<file path="config.mk">
export PLATFORM = sky130hd
export DESIGN_NAME = sha256_msg_schedule
export DESIGN_NICKNAME = d
export VERILOG_FILES = /design/src/rtl/sha256_pkg.sv /design/src/rtl/sha256_small_sigma.sv /design/src/rtl/sha256_msg_schedule.sv
export SDC_FILE = /design/constraint.sdc
export NUM_CORES = 1
export LEC_CHECK = 0
export CAP_MARGIN = 20
export CORE_UTILIZATION = 65
export CTS_CLUSTER_DIAMETER = 30
export CTS_CLUSTER_SIZE = 16
export DETAILED_ROUTE_END_ITERATION = 6
export DONT_BUFFER_PORTS = 1
export MAX_ROUTING_LAYER = met4
export PLACE_DENSITY = 0.81
export SKIP_LAST_GASP = 1
export SLEW_MARGIN = 20
export SYNTH_ARGS = -nofsm -noshare
export SYNTH_HDL_FRONTEND = slang
export SYNTH_HIERARCHICAL = 1
export SYNTH_SLANG_ARGS = --single-unit
</file>
<file path="constraint.sdc">
create_clock -name clk -period 14.25 [get_ports clk]
set_input_delay 2.1375 -clock clk [delete_from_list [all_inputs] [get_ports clk]]
set_output_delay 2.1375 -clock clk [all_outputs]
set_load 0.05 [all_outputs]
</file>
<file path="src/rtl/sha256_pkg.sv">
// Shared widths, small-sigma rotate/shift amounts and the schedule FSM state
// for the SHA-256 message-schedule expander.
package sha256_pkg;

  localparam int unsigned WORD_W      = 32;
  localparam int unsigned BLOCK_WORDS = 16;
  localparam int unsigned ROUNDS      = 64;
  localparam int unsigned SLOT_W      = 4;
  localparam int unsigned IDX_W       = 6;

  localparam int unsigned S0_R1 = 7;
  localparam int unsigned S0_R2 = 18;
  localparam int unsigned S0_SH = 3;
  localparam int unsigned S1_R1 = 17;
  localparam int unsigned S1_R2 = 19;
  localparam int unsigned S1_SH = 10;

  typedef enum logic {
    LOAD = 1'b0,
    EMIT = 1'b1
  } state_e;

endpackage

</file>
<file path="src/rtl/sha256_small_sigma.sv">
// SHA-256 small sigma: ROTR(R1) ^ ROTR(R2) ^ SHR(SH), purely combinational.
module sha256_small_sigma
  import sha256_pkg::*;
#(
  parameter int unsigned R1 = S0_R1,
  parameter int unsigned R2 = S0_R2,
  parameter int unsigned SH = S0_SH
) (
  input  logic [WORD_W-1:0] x_i,
  output logic [WORD_W-1:0] y_o
);

  assign y_o = {x_i[R1-1:0], x_i[WORD_W-1:R1]}
             ^ {x_i[R2-1:0], x_i[WORD_W-1:R2]}
             ^ (x_i >> SH);

endmodule

</file>
<file path="src/rtl/sha256_msg_schedule.sv">
// SHA-256 message schedule: loads 16 words, then streams W[0..63], expanding
// W[t>=16] in place inside a 16-word circular window.
module sha256_msg_schedule
  import sha256_pkg::*;
(
  input  logic              clk,
  input  logic              rst,
  input  logic              in_valid,
  output logic              in_ready,
  input  logic [WORD_W-1:0] in_data,
  output logic              out_valid,
  input  logic              out_ready,
  output logic [WORD_W-1:0] out_data,
  output logic [IDX_W-1:0]  out_index,
  output logic              out_last
);

  state_e             state_q;
  logic [SLOT_W-1:0]  load_cnt_q;
  logic [IDX_W-1:0]   t_q;
  logic               in_ready_q;
  logic               out_valid_q;
  logic [WORD_W-1:0]  win_q [BLOCK_WORDS];

  logic [SLOT_W-1:0]  slot_t, slot_m2, slot_m7, slot_m15;
  logic [WORD_W-1:0]  sig0, sig1, expand_c, word_c;
  logic               early_c, in_fire, out_fire, last_c;

  // Modulo-16 window slots come from the low bits of t wrapping naturally.
  assign slot_t   = t_q[SLOT_W-1:0];
  assign slot_m2  = slot_t - 4'd2;
  assign slot_m7  = slot_t - 4'd7;
  assign slot_m15 = slot_t - 4'd15;

  sha256_small_sigma #(.R1(S0_R1), .R2(S0_R2), .SH(S0_SH)) u_s0 (
    .x_i (win_q[slot_m15]),
    .y_o (sig0)
  );

  sha256_small_sigma #(.R1(S1_R1), .R2(S1_R2), .SH(S1_SH)) u_s1 (
    .x_i (win_q[slot_m2]),
    .y_o (sig1)
  );

  assign expand_c = sig1 + win_q[slot_m7] + sig0 + win_q[slot_t];
  assign early_c  = (t_q[IDX_W-1:SLOT_W] == 2'b00);
  assign word_c   = early_c ? win_q[slot_t] : expand_c;
  assign last_c   = (t_q == IDX_W'(ROUNDS - 1));
  assign in_fire  = in_ready_q & in_valid;
  assign out_fire = out_valid_q & out_ready;

  assign in_ready  = in_ready_q;
  assign out_valid = out_valid_q;
  assign out_data  = out_valid_q ? word_c : '0;
  assign out_index = t_q;
  assign out_last  = out_valid_q & last_c;

  // Control FSM; in_ready/out_valid are registered alongside the state.
  always_ff @(posedge clk) begin
    if (rst) begin
      state_q     <= LOAD;
      load_cnt_q  <= '0;
      t_q         <= '0;
      in_ready_q  <= 1'b1;
      out_valid_q <= 1'b0;
    end else begin
      case (state_q)
        LOAD: begin
          if (in_fire) begin
            load_cnt_q <= load_cnt_q + 4'd1;
            if (load_cnt_q == SLOT_W'(BLOCK_WORDS - 1)) begin
              state_q     <= EMIT;
              t_q         <= '0;
              in_ready_q  <= 1'b0;
              out_valid_q <= 1'b1;
            end
          end
        end
        EMIT: begin
          if (out_fire) begin
            if (last_c) begin
              state_q     <= LOAD;
              load_cnt_q  <= '0;
              t_q         <= '0;
              in_ready_q  <= 1'b1;
              out_valid_q <= 1'b0;
            end else begin
              t_q <= t_q + 6'd1;
            end
          end
        end
        default: begin
          state_q <= LOAD;
        end
      endcase
    end
  end

  // Window storage: loaded words in LOAD, expanded words overwrite W[t-16].
  always_ff @(posedge clk) begin
    if (!rst) begin
      if (state_q == LOAD && in_fire) begin
        win_q[load_cnt_q] <= in_data;
      end else if (state_q == EMIT && out_fire && !early_c) begin
        win_q[slot_t] <= expand_c;
      end
    end
  end

endmodule

</file>
# Word-level counts from Yosys, hierarchy flattened
# Memories as Yosys holds them, arrays and structs flattened. A register that Yosys moved wholly into a read port is not among the register bits.
# Index checks and enable logic that the tools add are counted.
[op_classes]
add_sub_neg = 8
bitwise = 8
eq_ne = 6
mux = 38
reduce_logical = 9
[ops]
columns = ["cell", "n"]
rows = [
  ["adder 32 bit", 3],
  ["2-to-1 mux 32 bit", 3],
  ["XOR 32 bit", 2],
  ["OR reduction 32 bit", 1],
  ["XOR 32 x 22 -> 32 bit", 1],
  ["XOR 32 x 29 -> 32 bit", 1],
  ["2-to-1 mux 4 bit", 6],
  ["2-to-1 mux 6 bit", 4],
  ["2-to-1 mux 1 bit", 20],
  ["one-hot mux 6 bit (2 select lines)", 1],
  ["one-hot mux 4 bit (2 select lines)", 1],
  ["adder 6 x 1 -> 6 bit (second input constant)", 1],
  ["equality test 6 bit (second input constant)", 1],
  ["one-hot mux 1 bit (2 select lines)", 3],
  ["AND reduction 3 bit", 2],
  ["adder 4 x 1 -> 4 bit (second input constant)", 1],
  ["equality test 4 bit (second input constant)", 1],
  ["inequality test 2 x 1 -> 1 bit (second input constant)", 2],
  ["inequality test 2 bit (second input constant)", 2],
  ["AND reduction 4 bit", 1],
  ["subtractor 4 x 2 -> 4 bit (second input constant)", 1],
  ["subtractor 4 x 3 -> 4 bit (second input constant)", 1],
  ["subtractor 4 bit (second input constant)", 1],
  ["bitwise AND 1 bit", 3],
  ["4 further kinds", 6],
]
[totals]
elab_cells = 75
input_bits = 36
mem_count = 1
ram_bits = 512
out_inout_bits = 41
reg_bits = 13
[memory_table]
columns = ["name", "depth", "width", "read_ports", "rd_ports_with_merged_regs", "wr", "line", "text"]
rows = [
  ["win_q", 16, 32, 4, 1, 1, "sha256_msg_schedule.sv:23", "logic [WORD_W-1:0] win_q [BLOCK_WORDS];"],
]

# Longest topological paths before layout
# Gate-level depths: netlist of the first run.
[logic_depth]
ltp_word = 9
ltp_mapped = 25
depth_no_buf = 21

# By module
# Netlist of the first run, hierarchy kept.
[by_module_without_submodules]
columns = ["mod", "instances", "seq_area_each_um2", "cells_each", "area_each_um2"]
rows = [
  ["sha256_msg_schedule", 1, 15715.1, 1904, 32635.0],
  ["sha256_small_sigma at u_s0", 1, 0.0, 32, 730.7],
  ["sha256_small_sigma at u_s1", 1, 0.0, 32, 610.6],
]

# Least setup slack after synthesis of the first run
# OpenSTA, ideal clock, no wires.
[synth_path]
path_kind = "flip-flop to output port"
from = "register t_q[1] (netlist: out_index[1])"
to = "output out_data[28]"
t_required_ns = 12.113
stages_incl_launch_ff = 24
path_slack_ns = 3.801
arrival_time_ns = 8.311
path_buffers = 4
cell_sequence = "dfxtp_1 > clkbuf_1 > clkbuf_1 > clkbuf_1 > inv_1 > ha_1 > xor2_1 > clkbuf_1 > mux4_2 > xor3_1 > inv_1 > fa_1 > fa_1 > inv_1 > ha_1 > a21o_1 > nand4_1 > a2111o_1 > a21oi_4 > a21oi_2 > o211ai_1 > and2_2 > nor4_1 > a2111oi_1"
[synth_between]
elab_chain_cells = 9
word_cells_on_any_way = 13
cone_classes = "add/sub: 6; mux: 2; bitwise: 4; memory: 1"
[synth_lines]
columns = ["item", "line", "text"]
rows = [
  ["from (decl)", "sha256_msg_schedule.sv:20", "logic [IDX_W-1:0] t_q;"],
  ["from (signal assigned)", "sha256_msg_schedule.sv:88", "t_q <= t_q + 6'd1;"],
  ["subtractor 4 x 2 -> 4 bit (*)", "sha256_msg_schedule.sv:31", "assign slot_m2 = slot_t - 4'd2;"],
  ["memory (16 x 32 bit) (*)", "-", ""],
  ["XOR 32 bit", "sha256_small_sigma.sv:14", "^ {x_i[R2-1:0], x_i[WORD_W-1:R2]}"],
  ["XOR 32 x 22 -> 32 bit (*)", "sha256_small_sigma.sv:15", "^ (x_i >> SH);"],
  ["net sig1[2]", "sha256_msg_schedule.sv:26", "logic [WORD_W-1:0] sig0, sig1, expand_c, word_c;"],
  ["adder 32 bit (*) (3 in series)", "sha256_msg_schedule.sv:45", "assign expand_c = sig1 + win_q[slot_m7] + sig0 + win_q[slot_t];"],
  ["2-to-1 mux 32 bit (*)", "sha256_msg_schedule.sv:47", "assign word_c = early_c ? win_q[slot_t] : expand_c;"],
  ["2-to-1 mux 32 bit (*)", "sha256_msg_schedule.sv:54", "assign out_data = out_valid_q ? word_c : '0;"],
  ["to (decl)", "sha256_msg_schedule.sv:13", "output logic [WORD_W-1:0] out_data,"],
]
# Mark *: on every way through the listed nets, which the timed path passes. The rest lies on a longest branch.

# Final worst setup path of the first run
[layout_path]
from = "register t_q[0] (netlist: out_index[0])"
to = "output out_data[25]"
# The elaborated chain is that of the path after synthesis.

==> impl_metrics.tcl, run 1 <==
set metrics [dict create \
    status "complete, no violations" \
    worst_pin_slew_ns 1.22 \
    arrival_ns 9.28 \
    clock_latency_ns 0.68 \
    cts_setup_buffers 0 \
    worst_hold_slack_ns 0.546 \
    grt.overflow.total 0 \
    grt_pass1_wl_um 158000 \
    ys_seq_area_share_pct 46.3 \
    skew_ns 0.0317 \
    intPower_mw 3.37 \
    dr.pass1.iters 5 \
    leakage_nw 13.1 \
    grt_antenna_before_repair 1 \
    ys_warn_count 6 \
    slowest_delay_ns 0.87 \
    period_share_pct 80.1 \
    finalHoldViolations 0 \
    power_frac_clock_pct 54.5 \
    syn_area_per_cell_um2 17.3 \
    synth_ff_type "edfxtp_1" \
    grt_setup_unrepaired "no" \
    fin_tns_setup_ns 0 \
    htreeDepth 3 \
    place_congestion 1.05 \
    clockBufferDepth 3 \
    wirelength_um 109000 \
    syn_nets 2101 \
    p_sw_mw 1.11 \
    dr.first_iter.drc_count 3429 \
    finalPower_mw 4.48 \
    port_buffers 0 \
    synth-seq-cells 529 \
    min_path_cells 2 \
    rr_endpoint "win_q[6][27]" \
    ys_async_sr_fraction_pct 0 \
    die_area_um2 53200 \
    cts_resized 0 \
    clk_pin_slew_ns 0.06 \
    cts-root-buf "clkbuf_16" \
    postSynthCellCount 1968 \
    io-pin-count 77 \
    ant_nets 0 \
    ff2ff_setup_slack_ns 5.53 \
    reg2reg_from "out_index[0]" \
    crit_path_start_kind "flop" \
    crit_chain "buf_4 -> buf_4 -> mux4_2 -> mux4_2 -> xor3_1 -> inv_1 -> fa_1 -> fa_1 -> inv_1 -> ha_1 -> inv_1 -> fa_1 -> nand2b_1 -> a21oi_1 -> o211ai_1 -> a211oi_1 -> o21a_1 -> nor2_1 -> xnor2_1 -> nand2_1 -> a21oi_1" \
    dp_hpwl_um 65800 \
    rows 83 \
    grt_max_degree 95 \
    core-area_um2 51500 \
    holdCritPathClass "flop to flop" \
    num_vias 22400 \
    placedCellCount 2569 \
    start_util_pct 66.0 \
    fin_cells 2768 \
    critical_path_class "flop to output port" \
    p_seq_share_pct 38.5 \
    reg2reg_depth 19 \
    combPwrFrac_pct 7.0 \
    routedWlPerCell_um 39.3 \
    cts_buffers 104 \
    clock.fmax_mhz 87.6 \
    fin_crit_ns 11.42 \
    switching_share_pct 24.7 \
    hold_end "load_cnt_q[3]" \
    slew_headroom_pct 18.2 \
    cts_tree "yes" \
    ys_types 60 \
    viasPerCell 8.10 \
    max-vdd-ir-drop_v 0.000189 \
    drive_gt1_share_pct 39.0 \
    grt_usage_pct 43.9 \
    slowest_stage "buf_4" \
    synth_area_um2 34000 \
    die_h_um 231 \
    hold_path_startpoint "load_cnt_q[3]" \
    path_max_fanout 51 \
    cap_violations 0 \
    route.detailed.drc 0 \
    postCtsHoldBufs 0 \
    finalMaxSlewViolations 0 \
    synth_edf_count 512 \
    power_density_nw_per_um2 116 \
    synthToLayoutAreaGrowth_pct 13.4 \
    setup_viol 0 \
    dieWidth_um 231 \
    grt_pass1_vias 22800 \
    fin_nets 2128 \
    crit_required_ns 12.11 \
    numClockSinks 529 \
    endpoint_kind "output port" \
]
==> cells by family (layout without fill, tap and decap cells) <==
kind of cell	Yosys count	in the layout	synth area share, %
and+or+nand+nor	236	236	3.16
AOI/OAI and AO/OA	161	161	2.97
muxes	516	516	34.1
other	0	1	0
buffers and inverters	329	448	3.73
xor gates and xnor gates	100	100	4.88
DFF	529	529	46.3
adders and majority gates	97	97	4.94
==> per-layer routing <==
layer	wire length [um]	track usage [%]	up-vias	part of all wire (%)
li1	-	-	8194	-
met1	34700	55.5	11400	32
met2	50500	64.0	2341	46
met3	16400	13.9	487	15
met4	7280	23.9	0	6.7
met5	0	-	-	0
==> worst max-delay path, delay by kind of cell, from the launching register on <==
family / cells / cell delay [ns]
AO/OA/AOI/OAI: 5 / 2.05
buffers and inverters: 5 / 1.85
flip-flops: 1 / 0.85
XOR/XNOR: 2 / 0.76
adder cells (fa/ha/maj): 4 / 1.52
multiplexers: 2 / 1.15
AND/OR/NAND/NOR: 3 / 0.33
==> how the worst max path moves through the flow <==
stage                       from           end  slack, ns
floorplan           out_index[1]  out_data[28]       3.80
global placement    out_index[0]  out_data[25]       3.71
detailed placement  out_index[0]  out_data[25]       3.52
CTS                 out_index[0]  out_data[25]       2.76
global route        out_index[0]  out_data[25]       2.28
finish              out_index[0]  out_data[25]       2.83
==> Yosys cell counts (7+ instances only) <==
master / n / area, um2
edfxtp_1: 512 / 15400
mux4_2: 512 / 11500
inv_1: 188 / 706
nand2_1: 109 / 409
clkbuf_1: 81 / 304
fa_1: 62 / 1240
a21oi_1: 61 / 305
nor2_1: 49 / 184
xor3_1: 47 / 1120
buf_1: 35 / 131
ha_1: 35 / 438
o21ai_0: 33 / 165
xor2_1: 26 / 228
buf_2: 23 / 115
xnor2_1: 23 / 201
a21o_1: 20 / 150
dfxtp_1: 17 / 340
nor3_1: 15 / 75.1
and3_1: 10 / 62.6
nand2b_1: 10 / 62.6
a31oi_1: 9 / 56.3
a211oi_1: 7 / 52.6
nand4_1: 7 / 43.8
==> area by class of cell <==
cell class	instances	area [um2]
fillers	2917	13000
clock buffers	114	2660
inverters	189	709
flip-flops and latches	529	15700
multi-input cells	1110	17200
repair buffers	61	470
diodes	1	2.50
clock inverters	84	888
well taps	680	851
==> per-stage QoR <==
step | setup WS (ns) | instance area [um2] | util [%]
2_1_floorplan | 3.80 | 34000 | -
3_3_place_gp | 3.71 | 35000 | 67.9
3_5_place_dp | 3.52 | 35000 | 67.9
4_1_cts | 2.76 | 38500 | 74.8
5_1_grt | 2.28 | 38500 | 74.8
6_report | 2.83 | 38500 | 74.8
==> layout by cell type, fill, tap and decap left out, drive strengths merged, types with 35 or more instances in the layout <==
cell / instances
mux4: 512
edfxtp: 512
inv: 207
clkbuf: 114
nand2: 109
a21oi: 64
fa: 62
buf: 61
xor3: 51
nor2: 49
clkinv: 43
ha: 35
==> power groups by stage <==
stage	Sequential (mW)	Combinational [mW]	Clock [mW]
3_5_place_dp	1.76	0.298	0
2_1_floorplan	1.75	0.210	0
5_1_grt	1.73	0.331	2.52
6_report	1.73	0.312	2.44
3_3_place_gp	1.75	0.290	0
4_1_cts	1.73	0.303	2.45
==> state kept, by name, indices dropped and copies added (netlist names), named ones only <==
register    flops
in_ready        1
win_q         512
load_cnt_q      4
out_index       6
state_q         1
out_valid       1
No activity file was read; power rests on OpenSTA's default activity.
==> run 2: changes to the inputs <==
Clock period 14.25 ns to 10.8 ns, I/O delays scaled along.
==> run 2 against run 1 <==
Die area unchanged. Hold slack improved by 0.021 ns. Critical path depth decreased by 2. Largest power group unchanged.
==> impl_metrics.tcl, run 2 (synthesized netlist as in run 1, its figures left out) <==
set metrics [dict create \
    status "complete, no violations" \
    crit_family "adder cells" \
    place_congestion 1.05 \
    cts_tree "yes" \
    grt_antenna_before_repair 2 \
    synthToLayoutAreaGrowth_pct 14.1 \
    port_buffers 0 \
    wirelength_um 107000 \
    final_cell_area_um2 38800 \
    setup_ws_ns 0.569 \
    core-area_um2 51500 \
    crit_buf_inv 3 \
    clockBufferDepth 3 \
    dieWidth_um 231 \
    routedWlPerCell_um 38.4 \
    cts_resized 0 \
    io-pin-count 77 \
    crit_chain "ha_4 -> buf_12 -> mux4_2 -> mux4_2 -> xor3_1 -> inv_1 -> fa_1 -> fa_1 -> inv_1 -> ha_1 -> nand2_1 -> o21ai_0 -> a211oi_1 -> a211oi_1 -> o211ai_1 -> nand2_1 -> a21oi_1 -> or4_1 -> o311ai_2" \
    postPlaceCellArea_um2 35100 \
    grt_max_degree 95 \
    cts_setup_buffers 0 \
    fin_nets 2137 \
    route.detailed.drc 0 \
    fillers 2875 \
    drive_gt1_share_pct 39.0 \
    worst_pin_slew_ns 1.16 \
    cts_buffers 105 \
    clock.fmax_mhz 97.7 \
    clock_latency_ns 0.66 \
    dr.first_iter.drc_count 3664 \
    die_h_um 231 \
    die_area_um2 53200 \
    setup_viol 0 \
    numClockSinks 529 \
    leakage_nw 13.2 \
    grt_setup_unrepaired "no" \
    largest_register_ffs 512 \
    layout_common_cells "mux4_2, edfxtp_1, inv_1, nand2_1, clkbuf_16" \
    postCtsHoldBufs 0 \
    slowest_stage "dfxtp_4" \
    ant_nets 0 \
    grt_usage_pct 42.8 \
    finalHoldViolations 0 \
    endpoint_kind "output port" \
    cap_violations 0 \
    preCtsSetupSlack_ns 1.48 \
    dp_hpwl_um 65400 \
    max-vdd-ir-drop_v 0.000149 \
    path_max_fanout 54 \
    cts-root-buf "clkbuf_16" \
    crit_required_ns 9.18 \
    htreeDepth 3 \
    critical_path_class "flop to output port" \
    dr.pass1.iters 6 \
    holdCritPathClass "flop to flop" \
    viasPerCell 8.11 \
    rows 83 \
    grt_pass1_vias 22500 \
    start_util_pct 66.0 \
    grt.overflow.total 0 \
    slew_headroom_pct 22.6 \
    fin_tns_setup_ns 0 \
    fin_cells 2775 \
    clk_pin_slew_ns 0.04 \
    num_vias 22500 \
    slowest_delay_ns 0.84 \
    top_register "win_q" \
    placedCellCount 2577 \
    fin_crit_ns 10.23 \
    worst_hold_slack_ns 0.566 \
    crit_path_start_kind "flop" \
    power_density_nw_per_um2 155 \
    grt_pass1_wl_um 155000 \
    finalMaxSlewViolations 0 \
    arrival_ns 8.61 \
    period_share_pct 94.7 \
    skew_ns 0.0279 \
]
run 2: layout make-up:
type	count	area, um2	area share [%]
timing repair buffer	69	618	1.59
clock inverter	84	916	2.36
clock buffer	113	2720	7.01
antenna	1	2.50	0.00646
inverter	189	709	1.83
tap	680	851	2.20
sequential	529	15700	40.6
multi-input combinational	1110	17200	44.4
run 2: metrics by stage:
step           total power, mW  utilization (%)
3_3_place_gp              2.70             68.2
6_report                  6.02             75.3
4_1_cts                   6.01             75.2
2_1_floorplan             2.59                -
5_1_grt                   6.14             75.3
3_5_place_dp              2.71             68.2
run 2: routing by layer:
layer / track usage [%] / routed length [um] / vias to the layer above
met5: - / 0 / -
met4: 22.2 / 6950 / 0
met3: 13.6 / 17000 / 438
met2: 62.2 / 48900 / 2491
met1: 54.8 / 33700 / 11400
li1: - / - / 8201
run 2: worst paths after layout:
path,start,end,slack (ns),cells past startpoint
min reg2reg,load_cnt_q[3],load_cnt_q[3],0.57,2
min,load_cnt_q[3],load_cnt_q[3],0.57,2
max,out_index[1],out_data[27],0.57,19
max reg2reg,out_index[1],win_q[9][31],2.71,19
run 2: worst min-delay path, stage by stage, from the launching register on:
cell and delay (ns):
dfxtp_1 0.35, o21ai_0 0.10, a21oi_1 0.07
run 2: where the power goes:
| group | internal, mW | switching (mW) |
|---|---|---|
| combinational | 0.139 | 0.276 |
| clock | 2.18 | 1.15 |
| sequential | 2.27 | 0.0119 |
| total | 4.59 | 1.44 |
